## config.mk

```make
export PLATFORM = sky130hd
export DESIGN_NAME = fetch_prefetch_buf
export DESIGN_NICKNAME = d
export VERILOG_FILES = /design/src/rtl/fetch_pkg.sv /design/src/rtl/fetch_prefetch_buf_sync_fifo.sv /design/src/rtl/fetch_prefetch_buf.sv
export SDC_FILE = /design/constraint.sdc
export NUM_CORES = 1
export LEC_CHECK = 0
export ABC_AREA = 1
export BUFFER_PORTS_ARGS = -buffer_cell sky130_fd_sc_hd__buf_4
export CAP_MARGIN = 20
export CORE_MARGIN = 10
export CORE_UTILIZATION = 59
export CTS_CLUSTER_DIAMETER = 80
export DETAILED_ROUTE_END_ITERATION = 10
export PLACE_DENSITY = 0.89
export SYNTH_ARGS = -nofsm -noshare
export SYNTH_HDL_FRONTEND = slang
export SYNTH_HIERARCHICAL = 1
export SYNTH_SLANG_ARGS = --single-unit
```

## constraint.sdc

```tcl
create_clock -name clk -period 6.4 [get_ports clk]
set_clock_uncertainty 0.1 [all_clocks]
set_input_delay 0.64 -clock clk [delete_from_list [all_inputs] [get_ports clk]]
set_output_delay 0.64 -clock clk [all_outputs]
set_load 0.02 [all_outputs]
```

## src/rtl/fetch_pkg.sv

```systemverilog
// Shared constants for the instruction fetch / prefetch buffer slice.
package fetch_pkg;

  localparam int unsigned DEFAULT_XLEN     = 32;
  localparam logic [31:0] DEFAULT_RESET_PC = 32'h0000_0000;
  localparam logic [31:0] NOP_INSN         = 32'h0000_0013;
  localparam int unsigned PC_INCR          = 4;

endpackage

```

## src/rtl/fetch_prefetch_buf_sync_fifo.sv

```systemverilog
// Small in-order FIFO with synchronous flush; head word is read straight from storage.
module sync_fifo #(
  parameter int unsigned WIDTH = 32,
  parameter int unsigned DEPTH = 4,
  localparam int unsigned AW   = $clog2(DEPTH),
  localparam int unsigned CW   = $clog2(DEPTH + 1)
) (
  input  logic             clk,
  input  logic             reset,
  input  logic             flush_i,
  input  logic             push_i,
  input  logic [WIDTH-1:0] wdata_i,
  input  logic             pop_i,
  output logic [WIDTH-1:0] rdata_o,
  output logic             empty_o,
  output logic             full_o,
  output logic [CW-1:0]    count_o
);

  logic [WIDTH-1:0] mem_q [DEPTH];
  logic [AW-1:0]    wr_ptr_q, rd_ptr_q;
  logic [CW-1:0]    count_q;
  logic             do_push, do_pop;

  assign empty_o = (count_q == '0);
  assign full_o  = (count_q == CW'(DEPTH));
  assign count_o = count_q;
  assign rdata_o = mem_q[rd_ptr_q];

  assign do_pop  = pop_i && !empty_o;
  assign do_push = push_i && (!full_o || do_pop);

  always_ff @(posedge clk) begin
    if (reset || flush_i) begin
      wr_ptr_q <= '0;
      rd_ptr_q <= '0;
      count_q  <= '0;
    end else begin
      if (do_push) wr_ptr_q <= wr_ptr_q + AW'(1);
      if (do_pop)  rd_ptr_q <= rd_ptr_q + AW'(1);
      case ({do_push, do_pop})
        2'b10:   count_q <= count_q + CW'(1);
        2'b01:   count_q <= count_q - CW'(1);
        default: count_q <= count_q;
      endcase
    end
  end

  // Storage needs no reset: nothing is visible until the count says so.
  always_ff @(posedge clk) begin
    if (do_push && !flush_i) mem_q[wr_ptr_q] <= wdata_i;
  end

  a_no_overflow: assert property (@(posedge clk) disable iff (reset)
    !(push_i && full_o && !pop_i && !flush_i));

endmodule

```

## src/rtl/fetch_prefetch_buf.sv

```systemverilog
// Fetch stage: owns the PC, issues credit-limited fetches, buffers {instr, pc} for decode.
// Optional performance counters are built when FETCH_PERF_EN is defined.
module fetch_prefetch_buf
  import fetch_pkg::*;
#(
  parameter int unsigned      XLEN     = DEFAULT_XLEN,
  parameter int unsigned      DEPTH    = 4,
  parameter logic [XLEN-1:0]  RESET_PC = XLEN'(DEFAULT_RESET_PC)
) (
  input  logic            clk,
  input  logic            reset,
  output logic            imem_req,
  output logic [XLEN-1:0] imem_addr,
  input  logic            imem_gnt,
  input  logic            imem_rvalid,
  input  logic [XLEN-1:0] imem_rdata,
  input  logic            redirect_valid,
  input  logic [XLEN-1:0] redirect_pc,
  output logic            instr_valid,
  output logic [XLEN-1:0] instr,
  output logic [XLEN-1:0] instr_pc,
  input  logic            instr_ready
`ifdef FETCH_PERF_EN
  ,
  output logic [31:0]     perf_fetched,
  output logic [31:0]     perf_stall
`endif
);

  localparam int unsigned CW = $clog2(DEPTH + 1);

  logic [XLEN-1:0]   fetch_pc_q, fetch_pc_d;
  logic [CW-1:0]     outstanding_q, outstanding_d;
  logic [CW-1:0]     drop_cnt_q, drop_cnt_d;

  logic              grant, resp_keep, fifo_push, fifo_pop;
  logic              fifo_empty, fifo_full, pcq_empty, pcq_full;
  logic [CW-1:0]     fifo_count, pcq_count;
  logic [CW:0]       inflight_total;
  logic [XLEN-1:0]   pcq_head;
  logic [2*XLEN-1:0] fifo_head;
  logic              unused_sigs;

  // Credit covers both buffered entries and responses still on their way.
  assign inflight_total = {1'b0, fifo_count} + {1'b0, outstanding_q};
  assign imem_req  = !reset && !redirect_valid && (inflight_total < (CW+1)'(DEPTH));
  assign imem_addr = fetch_pc_q;
  assign grant     = imem_req && imem_gnt;

  assign resp_keep = imem_rvalid && (drop_cnt_q == '0) && !redirect_valid;
  assign fifo_push = resp_keep;
  assign fifo_pop  = instr_valid && instr_ready && !redirect_valid;

  assign instr_valid = !fifo_empty;
  assign instr       = fifo_empty ? '0 : fifo_head[2*XLEN-1:XLEN];
  assign instr_pc    = fifo_empty ? '0 : fifo_head[XLEN-1:0];

  always_comb begin
    fetch_pc_d    = fetch_pc_q;
    drop_cnt_d    = drop_cnt_q;
    outstanding_d = outstanding_q + CW'(grant) - CW'(imem_rvalid);
    if (grant) fetch_pc_d = fetch_pc_q + XLEN'(PC_INCR);
    if (redirect_valid) begin
      fetch_pc_d = {redirect_pc[XLEN-1:2], 2'b00};
      // Only responses that have not yet arrived are stale from here on.
      drop_cnt_d = outstanding_q - CW'(imem_rvalid);
    end else if (imem_rvalid && (drop_cnt_q != '0)) begin
      drop_cnt_d = drop_cnt_q - CW'(1);
    end
  end

  always_ff @(posedge clk) begin
    if (reset) begin
      fetch_pc_q    <= RESET_PC;
      outstanding_q <= '0;
      drop_cnt_q    <= '0;
    end else begin
      fetch_pc_q    <= fetch_pc_d;
      outstanding_q <= outstanding_d;
      drop_cnt_q    <= drop_cnt_d;
    end
  end

  sync_fifo #(.WIDTH(XLEN), .DEPTH(DEPTH)) u_pc_queue (
    .clk     (clk),
    .reset   (reset),
    .flush_i (redirect_valid),
    .push_i  (grant),
    .wdata_i (fetch_pc_q),
    .pop_i   (resp_keep),
    .rdata_o (pcq_head),
    .empty_o (pcq_empty),
    .full_o  (pcq_full),
    .count_o (pcq_count)
  );

  sync_fifo #(.WIDTH(2*XLEN), .DEPTH(DEPTH)) u_instr_fifo (
    .clk     (clk),
    .reset   (reset),
    .flush_i (redirect_valid),
    .push_i  (fifo_push),
    .wdata_i ({imem_rdata, pcq_head}),
    .pop_i   (fifo_pop),
    .rdata_o (fifo_head),
    .empty_o (fifo_empty),
    .full_o  (fifo_full),
    .count_o (fifo_count)
  );

  assign unused_sigs = ^{pcq_empty, pcq_full, pcq_count, fifo_full, redirect_pc[1:0]};

`ifdef FETCH_PERF_EN
  logic [31:0] perf_fetched_q, perf_stall_q;

  always_ff @(posedge clk) begin
    if (reset) begin
      perf_fetched_q <= '0;
      perf_stall_q   <= '0;
    end else begin
      if (fifo_pop)                   perf_fetched_q <= perf_fetched_q + 32'd1;
      if (instr_ready && !instr_valid) perf_stall_q  <= perf_stall_q + 32'd1;
    end
  end

  assign perf_fetched = perf_fetched_q;
  assign perf_stall   = perf_stall_q;
`endif

endmodule
```

Word level (Yosys, flattened, before mapping)
Memories as Yosys holds them, arrays and structs flattened. A register that Yosys moved wholly into a read port is not among the register bits.
Cells that the tools add are included.
W data, S select, Z words.

cells by class
  add/sub/neg operators = 14
  $lt $le $gt $ge = 1
  eq/ne operators = 6
  mux-type cells = 16
  reductions and logical operators = 32

operators with widths
  cell                     number
  $mux W32                 4
  $add A32 B3 Y32 const B  1
  $logic_and A1 B1 Y1      14
  $pmux W3 S2              2
  $logic_not A3 Y1         3
  $sub A3 B1 Y3 const B    3
  $add A2 B1 Y2 const B    4
  $mux W2                  4
  $reduce_bool A2 Y1       4
  $add A3 B1 Y3 const B    2
  $eq A3 B3 Y1 const B     2
  $logic_not A1 Y1         6
  $mux W3                  2
  $sub A3 B1 Y3            2
  $add A3 B3 Y4            1
  $eq A2 B1 Y1 const B     2
  $eq A2 B2 Y1 const B     2
  $lt A4 B3 Y1 const B     1
  $mux W1                  4
  $add A3 B1 Y3            1
  $logic_or A1 B1 Y1       3
  $reduce_bool A3 Y1       1
  $reduce_or A2 Y1         1

storage, ports and cells
  bits in registers = 52
  RAM bits = 384
  bits of input ports = 70
  output and inout port bits = 98
  word-level logic and storage cells = 81
  memories = 2

memory list
  name                depth  width  read ports  clocked after Yosys merged registers in  write ports  line                                source
  u_instr_fifo.mem_q  4      64     1           1                                        1            fetch_prefetch_buf_sync_fifo.sv:20  logic [WIDTH-1:0] mem_q [DEPTH];
  u_pc_queue.mem_q    4      32     1           1                                        1            fetch_prefetch_buf_sync_fifo.sv:20

Depth between registers and ports, before layout
Gate-level depths: netlist (run 1).

  depth after elaboration = 10
  depth in mapped cells = 14
  gate-level depth less buffers = 13

Modules after synthesis
Netlist (run 1), hierarchy kept.

by module, submodules not included
  module                    instances  cells each  area each (um^2)  sequential area each (um^2)
  sync_fifo (u_instr_fifo)  1          688         9957.0            7867.5
  sync_fifo (u_pc_queue)    1          378         5211.2            4023.9
  fetch_prefetch_buf        1          555         3071.7            720.7

Worst setup path before layout (run 1)
No wires, ideal clock.

  kind = input-to-reg
  start = in redirect_valid
  end = mem u_instr_fifo/mem_q[0][0] in the netlist's numbering (enable)
  setup time = 486 ps
  data arrival time = 4569 ps
  data required time = 5814 ps
  slack = 1245 ps
  stages on the path = 7
  path buffers = 1
  cell sequence = inv_2 buf_1 nand2_1 nor2_1 nand2_2 or2_4 nor2_1

on the way
  elaborated cells on any way between the ends = 9
  classes of those cells = mux (2); reduce/logical (7)

RTL lines
  what                           line                                source
  start, declared                fetch_prefetch_buf.sv:17            input logic redirect_valid,
  $logic_not A1 Y1               fetch_prefetch_buf.sv:50            assign resp_keep = imem_rvalid && (drop_cnt_q == '0) && !redirect_valid;
  $logic_and A1 B1 Y1            fetch_prefetch_buf.sv:50
  net fifo_push                  fetch_prefetch_buf.sv:36            logic grant, resp_keep, fifo_push, fifo_pop;
  $logic_and A1 B1 Y1            fetch_prefetch_buf_sync_fifo.sv:31  assign do_push = push_i && (!full_o || do_pop);
  $logic_and A1 B1 Y1            fetch_prefetch_buf_sync_fifo.sv:51  if (do_push && !flush_i) mem_q[wr_ptr_q] <= wdata_i;
  $mux W1                        fetch_prefetch_buf_sync_fifo.sv:51
  $mux W1 (implied by the code)  fetch_prefetch_buf_sync_fifo.sv:51
  end, declared                  fetch_prefetch_buf_sync_fifo.sv:20

The timed path passes the listed nets, and every way through them passes these cells.

==> run summary, run 1 <==
Total Wirelength: 42600 um
Setup bufs post-CTS: 0
Largest net degree at the start of global routing: 78
Period minus WS final: 4.28 ns
Detailed-route via count: 12.9k
Leakage: 8.03 nW
Reg-to-Reg Start: u_instr_fifo/count_o[2]$_SDFFE_PP0P_
Critical Path RT: 5.66 ns
Fmax: 234 MHz
Resized cells post-CTS: 0
Residual DRC count: 0
Pin slew with the least headroom to its limit: 1.02 ns
Setup violators final: 0
Peak supply drop: 205 uV
Crit Path Max Fanout: 76
All-Layer GR Usage: 21.3%
Syn Inst Count: 1620
Initial antenna violation count: 0
Htree depth: 2
CP Data Arrival Time: 3.54 ns
Row Count: 64
Syn_area_per_cell: 11.3 um^2
Vias/cell: 5.83
Routed Antenna Nets: 0
WS Path Type: flip-flop to output pin
DR iter-0 viols: 1500
Total grt overflow: 0
Final slew viol count: 0
CTS Buffer Depth: 3
Core footprint: 30500 um^2
Post-DP HPWL: 25600 um
Worst reg2reg endpoint: u_instr_fifo/mem_q[2][57]$_DFFE_PP_
CTS Sinks: 438
RSZ-0062 raised after global routing: false
Status: completed
Worst R2R Path Depth: 14
Gpl congestion: 0.920
Vias in the first global route: 12.7k
Pwr dens: 281 nW/um^2
Diodes inserted: 0
Pre-Repair DR Iteration Count: 7
Starting density of the core: 59.8%
Worst min-delay path class: input pin to flip-flop
Synthesized area: 18200 um^2
Clk slew on worst S/H paths: 0.06 ns
Yosys warns: 6
CTS root buffer: clkbuf_16
Routed wire per std cell: 19.3 um
PortBufs: 163
Hold_buf cts: 0
Fin crit share: 66.8%
WHS Path Cells: 1
Hold Crit Start: imem_rdata[1]
Setup crit end kind: output pin
Area Growth Syn to Fin: 16.5%
Die Y-Extent: 196 um
Maxcap violations: 0
Final #Nets: 1872
Clk Latency, worst-skew pair: 0.53 ns
Die Footprint: 38300 um^2
Share of cells above drive strength 1: 16.2%
Fin Setup TNS: 0 ns
Worst Hold Path EP: u_instr_fifo/mem_q[3][33]$_DFFE_PP_
CTS buffer count: 44
Global-route wire length before repair: 66200 um
Slew margin rel.: 32.1%
Die width: 196 um
I/O pin count: 168
Total power draw: 5.96 mW
Fin. Hold Viols: 0
Reg2Reg Setup Slack: 2.74 ns
CP startpoint kind: flip-flop
CTS tree: done
-- placed cells by master (no fill, tap or decap), drive strengths merged, types with 47 or more instances in the layout --
| master | instances |
|---|---|
| edfxtp | 384 |
| nor2 | 340 |
| o21ai | 222 |
| buf | 187 |
| inv | 163 |
| nand2 | 141 |
| o22ai | 96 |
| dfxtp | 54 |
| clkbuf | 52 |
| nand3 | 47 |
-- power breakdown --
group | switching (mW) | internal (mW) | total, mW
Combinational | 0.212 | 0.129 | 0.341
Sequential | 0.0521 | 3.15 | 3.20
Clock | 1.03 | 1.39 | 2.42
Total | 1.30 | 4.67 | 5.96
-- cell type report --
| class | count | area (um^2) |
|---|---|---|
| Timing Repair Buffer | 187 | 1480 |
| Sequential cell | 438 | 12600 |
| Multi-Input combinational cell | 949 | 4680 |
| Inverter | 162 | 609 |
| Clock inverter | 28 | 230 |
| Tap cell | 396 | 495 |
| Fill cell | 1931 | 9260 |
| Clock buffer | 52 | 1130 |
-- how the worst max path moves through the flow --
stage / startpoint / endpoint / slack (ns) / cells past startpoint
CTS: flip-flop / instr_pc[2] / 2.19 / 7
global placement: redirect_valid / u_instr_fifo/mem_q[0][42]$_DFFE_PP_ / 2.39 / 8
detailed placement: redirect_valid / u_instr_fifo/mem_q[1][33]$_DFFE_PP_ / 2.30 / 8
global route: flip-flop / instr[1] / 1.97 / 7
finish: flip-flop / instr_pc[2] / 2.12 / 7
floorplan: redirect_valid / u_instr_fifo/mem_q[0][0]$_DFFE_PP_ / 1.25 / 7
-- critical path: stages, from the launching register on --
cell	delay (ns)
dfxtp_4	0.71
clkinv_2	0.80
buf_4	0.65
o21ai_1	0.35
o22ai_1	0.14
inv_1	0.07
nor2_1	0.04
buf_4	0.20
-- registers in the layout (all words and copies together) (netlist names), named ones only --
name / count
u_pc_queue/rd_ptr_q: 2
u_instr_fifo/rd_ptr_q: 2
u_pc_queue/wr_ptr_q: 2
u_instr_fifo/count_o: 3
outstanding_q: 3
imem_addr: 30
u_pc_queue/mem_q: 128
u_pc_queue/count_o: 3
u_instr_fifo/wr_ptr_q: 2
drop_cnt_q: 3
u_instr_fifo/mem_q: 256
-- stage by stage --
stage               hold WS [ns]  util, %  std cells  area [um^2]  setup slack [ns]
finish                     0.197     69.6       2212        21200              2.12
global route               0.180     69.6       2212        21200              1.97
CTS                        0.178     69.5       2210        21200              2.19
detailed placement         0.339     65.0       2130        19800              2.30
global placement           0.322     64.8       2127        19800              2.39
floorplan                  0.312        -       1629        18300              1.25
-- layer usage --
layer,GRT usage [%],share of wire (%),routed length [um]
met3,4.08,11,4530
met1,27.5,39,16500
met2,35.9,49,20900
met4,5.85,1.6,670
met5,0,0,0
Note: power is estimated with default switching activity, not from simulation.
==> inputs of run 2 (changes only) <==
- ABC_AREA: 1 -> 0
- clock period: 6.4 -> 4 ns (I/O delays scaled with it)
==> run summary, run 2 <==
Worst min-delay path class: input pin to flip-flop
Status: completed
Pre-Repair DR Iteration Count: 8 (+1)
Fmax: 317 MHz
Filler cells: 1734 (-10%)
CTS root buffer: clkbuf_16
Die Footprint: 37500 um^2 (-2.2%)
Post-DP HPWL: 23900 um (-6.6%)
Crit Path Max Fanout: 32 (-58%)
Setup violators final: 0 (unchanged)
Total grt overflow: 0 (unchanged)
Final #Nets: 1303 (-30%)
Total power draw: 9.30 mW (+56%)
WS Path Type: flip-flop to output pin
Gpl congestion: 0.827 (-10%)
CTS buffer count: 42 (-4.5%)
Fin crit share: 78.8%
PortBufs: 163 (unchanged)
Most frequent cells in the layout: edfxtp_1, buf_4, mux4_2, nor2b_1, dfxtp_1
All-Layer GR Usage: 22.0% (+0.76 points)
Global-route wire length before repair: 64600 um (-2.4%)
Hold Crit Start: redirect_pc[13]
CP Buf/Inv Count: 2 (-2)
Synthesized area: 17800 um^2 (-2.4%)
Area Growth Syn to Fin: 18.6%
Syn Inst Count: 1005 (-38%)
Period minus WS final: 3.15 ns
Hold_buf cts: 32 (+32)
Final slew viol count: 0 (unchanged)
Detailed-route via count: 10.3k (-20%)
Placed cell areas: 19500 um^2 (-1.7%)
Vias in the first global route: 10.6k (-16%)
Residual DRC count: 0 (unchanged)
Worst hold slack: 0.0224 ns (-0.175 ns)
Slew margin rel.: 40.3% (+8.2 points)
Worst path cell trace: buf_12, mux4_2, nor2b_1, buf_4
Vias/cell: 6.27 (+7.4%)
Max reg flops: 256 (unchanged)
Yosys warns: 6 (unchanged)
Pwr dens: 441 nW/um^2 (+57%)
Peak supply drop: 351 uV (+71%)
DR iter-0 viols: 986 (-34%)
Die width: 194 um (-1.1%)
CTS tree: done
Routed Antenna Nets: 0 (unchanged)
Die Y-Extent: 194 um (-1.1%)
I/O pin count: 168 (unchanged)
Syn_area_per_cell: 17.7 um^2 (+57%)
Reg-to-Reg Start: u_instr_fifo/count_o[2]$_SDFFE_PP0P_
Resized cells post-CTS: 0 (unchanged)
CTS Sinks: 438 (unchanged)
Routed wire per std cell: 25.6 um (+33%)
Most common cell after layout, fill and taps aside: edfxtp_1
CTS Buffer Depth: 3 (unchanged)
Starting density of the core: 59.9% (+0.11 points)
Slowest-stage cell, CP: dfxtp_4
Setup bufs post-CTS: 0 (unchanged)
Clk slew on worst S/H paths: 0.06 ns (about the same)
Delay-heaviest family, CP: flip-flops
Pin slew with the least headroom to its limit: 0.895 ns (-0.122 ns)
Clk Latency, worst-skew pair: 0.55 ns (+0.02 ns)
CP max stage delay: 0.77 ns (-0.03 ns)
Row Count: 63 (-1.6%)
Setup crit end kind: output pin
Maxcap violations: 0 (unchanged)
CP startpoint kind: flip-flop
Total Wirelength: 42000 um (-1.5%)
Htree depth: 2 (unchanged)
Initial antenna violation count: 1 (+1)
Core footprint: 29700 um^2 (-2.6%)
Fin area: 21100 um^2 (-0.63%)
RSZ-0062 raised after global routing: false
Fin. Hold Viols: 0 (unchanged)
Share of cells above drive strength 1: 30.1% (+14 points)
CP Data Arrival Time: 2.65 ns (-0.89 ns)
Leakage: 7.06 nW (-12%)
Critical Path RT: 3.50 ns (-2.16 ns)
Largest net degree at the start of global routing: 65 (-17%)
Reg with most FFs: u_instr_fifo/mem_q
run 2: through the flow:
step	worst slack [ns]	TNS (ns)	util (%)	instances
2_1_floorplan	-0.744	-187.02	-	1014
3_3_place_gp	1.05	0	65.6	1527
3_5_place_dp	0.973	0	65.6	1527
4_1_cts	0.769	0	71.0	1637
5_1_grt	0.683	0	71.0	1638
6_report	0.847	0	71.0	1638
run 2: final cells by class:
class	instances	area, um^2	area share (%)
inverter	27	106	0.504
clock buffer	51	1130	5.33
multi-input combinational	488	4810	22.8
timing repair buffer	216	1800	8.53
tap	390	488	2.31
clock inverter	27	159	0.753
sequential	438	12600	59.8
antenna	1	2.50	0.0119
run 2: tightest hold or removal path, stage by stage:
cell and delay [ns]:
buf_4 0.07, nand2_1 0.04, a31oi_1 0.11
run 2: worst paths after layout:
kind / to / slack, ns / cells past startpoint
setup reg to reg: u_pc_queue/mem_q[2][31]$_DFFE_PP_ / 0.99 / 8
hold / removal: imem_addr[13]$_SDFFE_PP0P_ / 0.02 / 3
setup / recovery: instr_pc[18] / 0.85 / 4
hold reg to reg: flip-flop / 0.42 / 2
run 2: power by group:
| part | total (mW) | internal, mW | switching, mW |
|---|---|---|---|
| registers | 5.13 | 5.04 | 0.0937 |
| logic | 0.482 | 0.220 | 0.262 |
| clock network | 3.69 | 2.02 | 1.67 |
run 2: metal layers:
metal / part of all wire [%] / vias up / GRT usage, %
met4: 3.3 / 0 / 7.81
met1: 37 / 5205 / 28.5
met2: 51 / 587 / 36.2
li1: - / 4376 / -
met5: 0 / - / 0
met3: 8.6 / 96 / 4.86
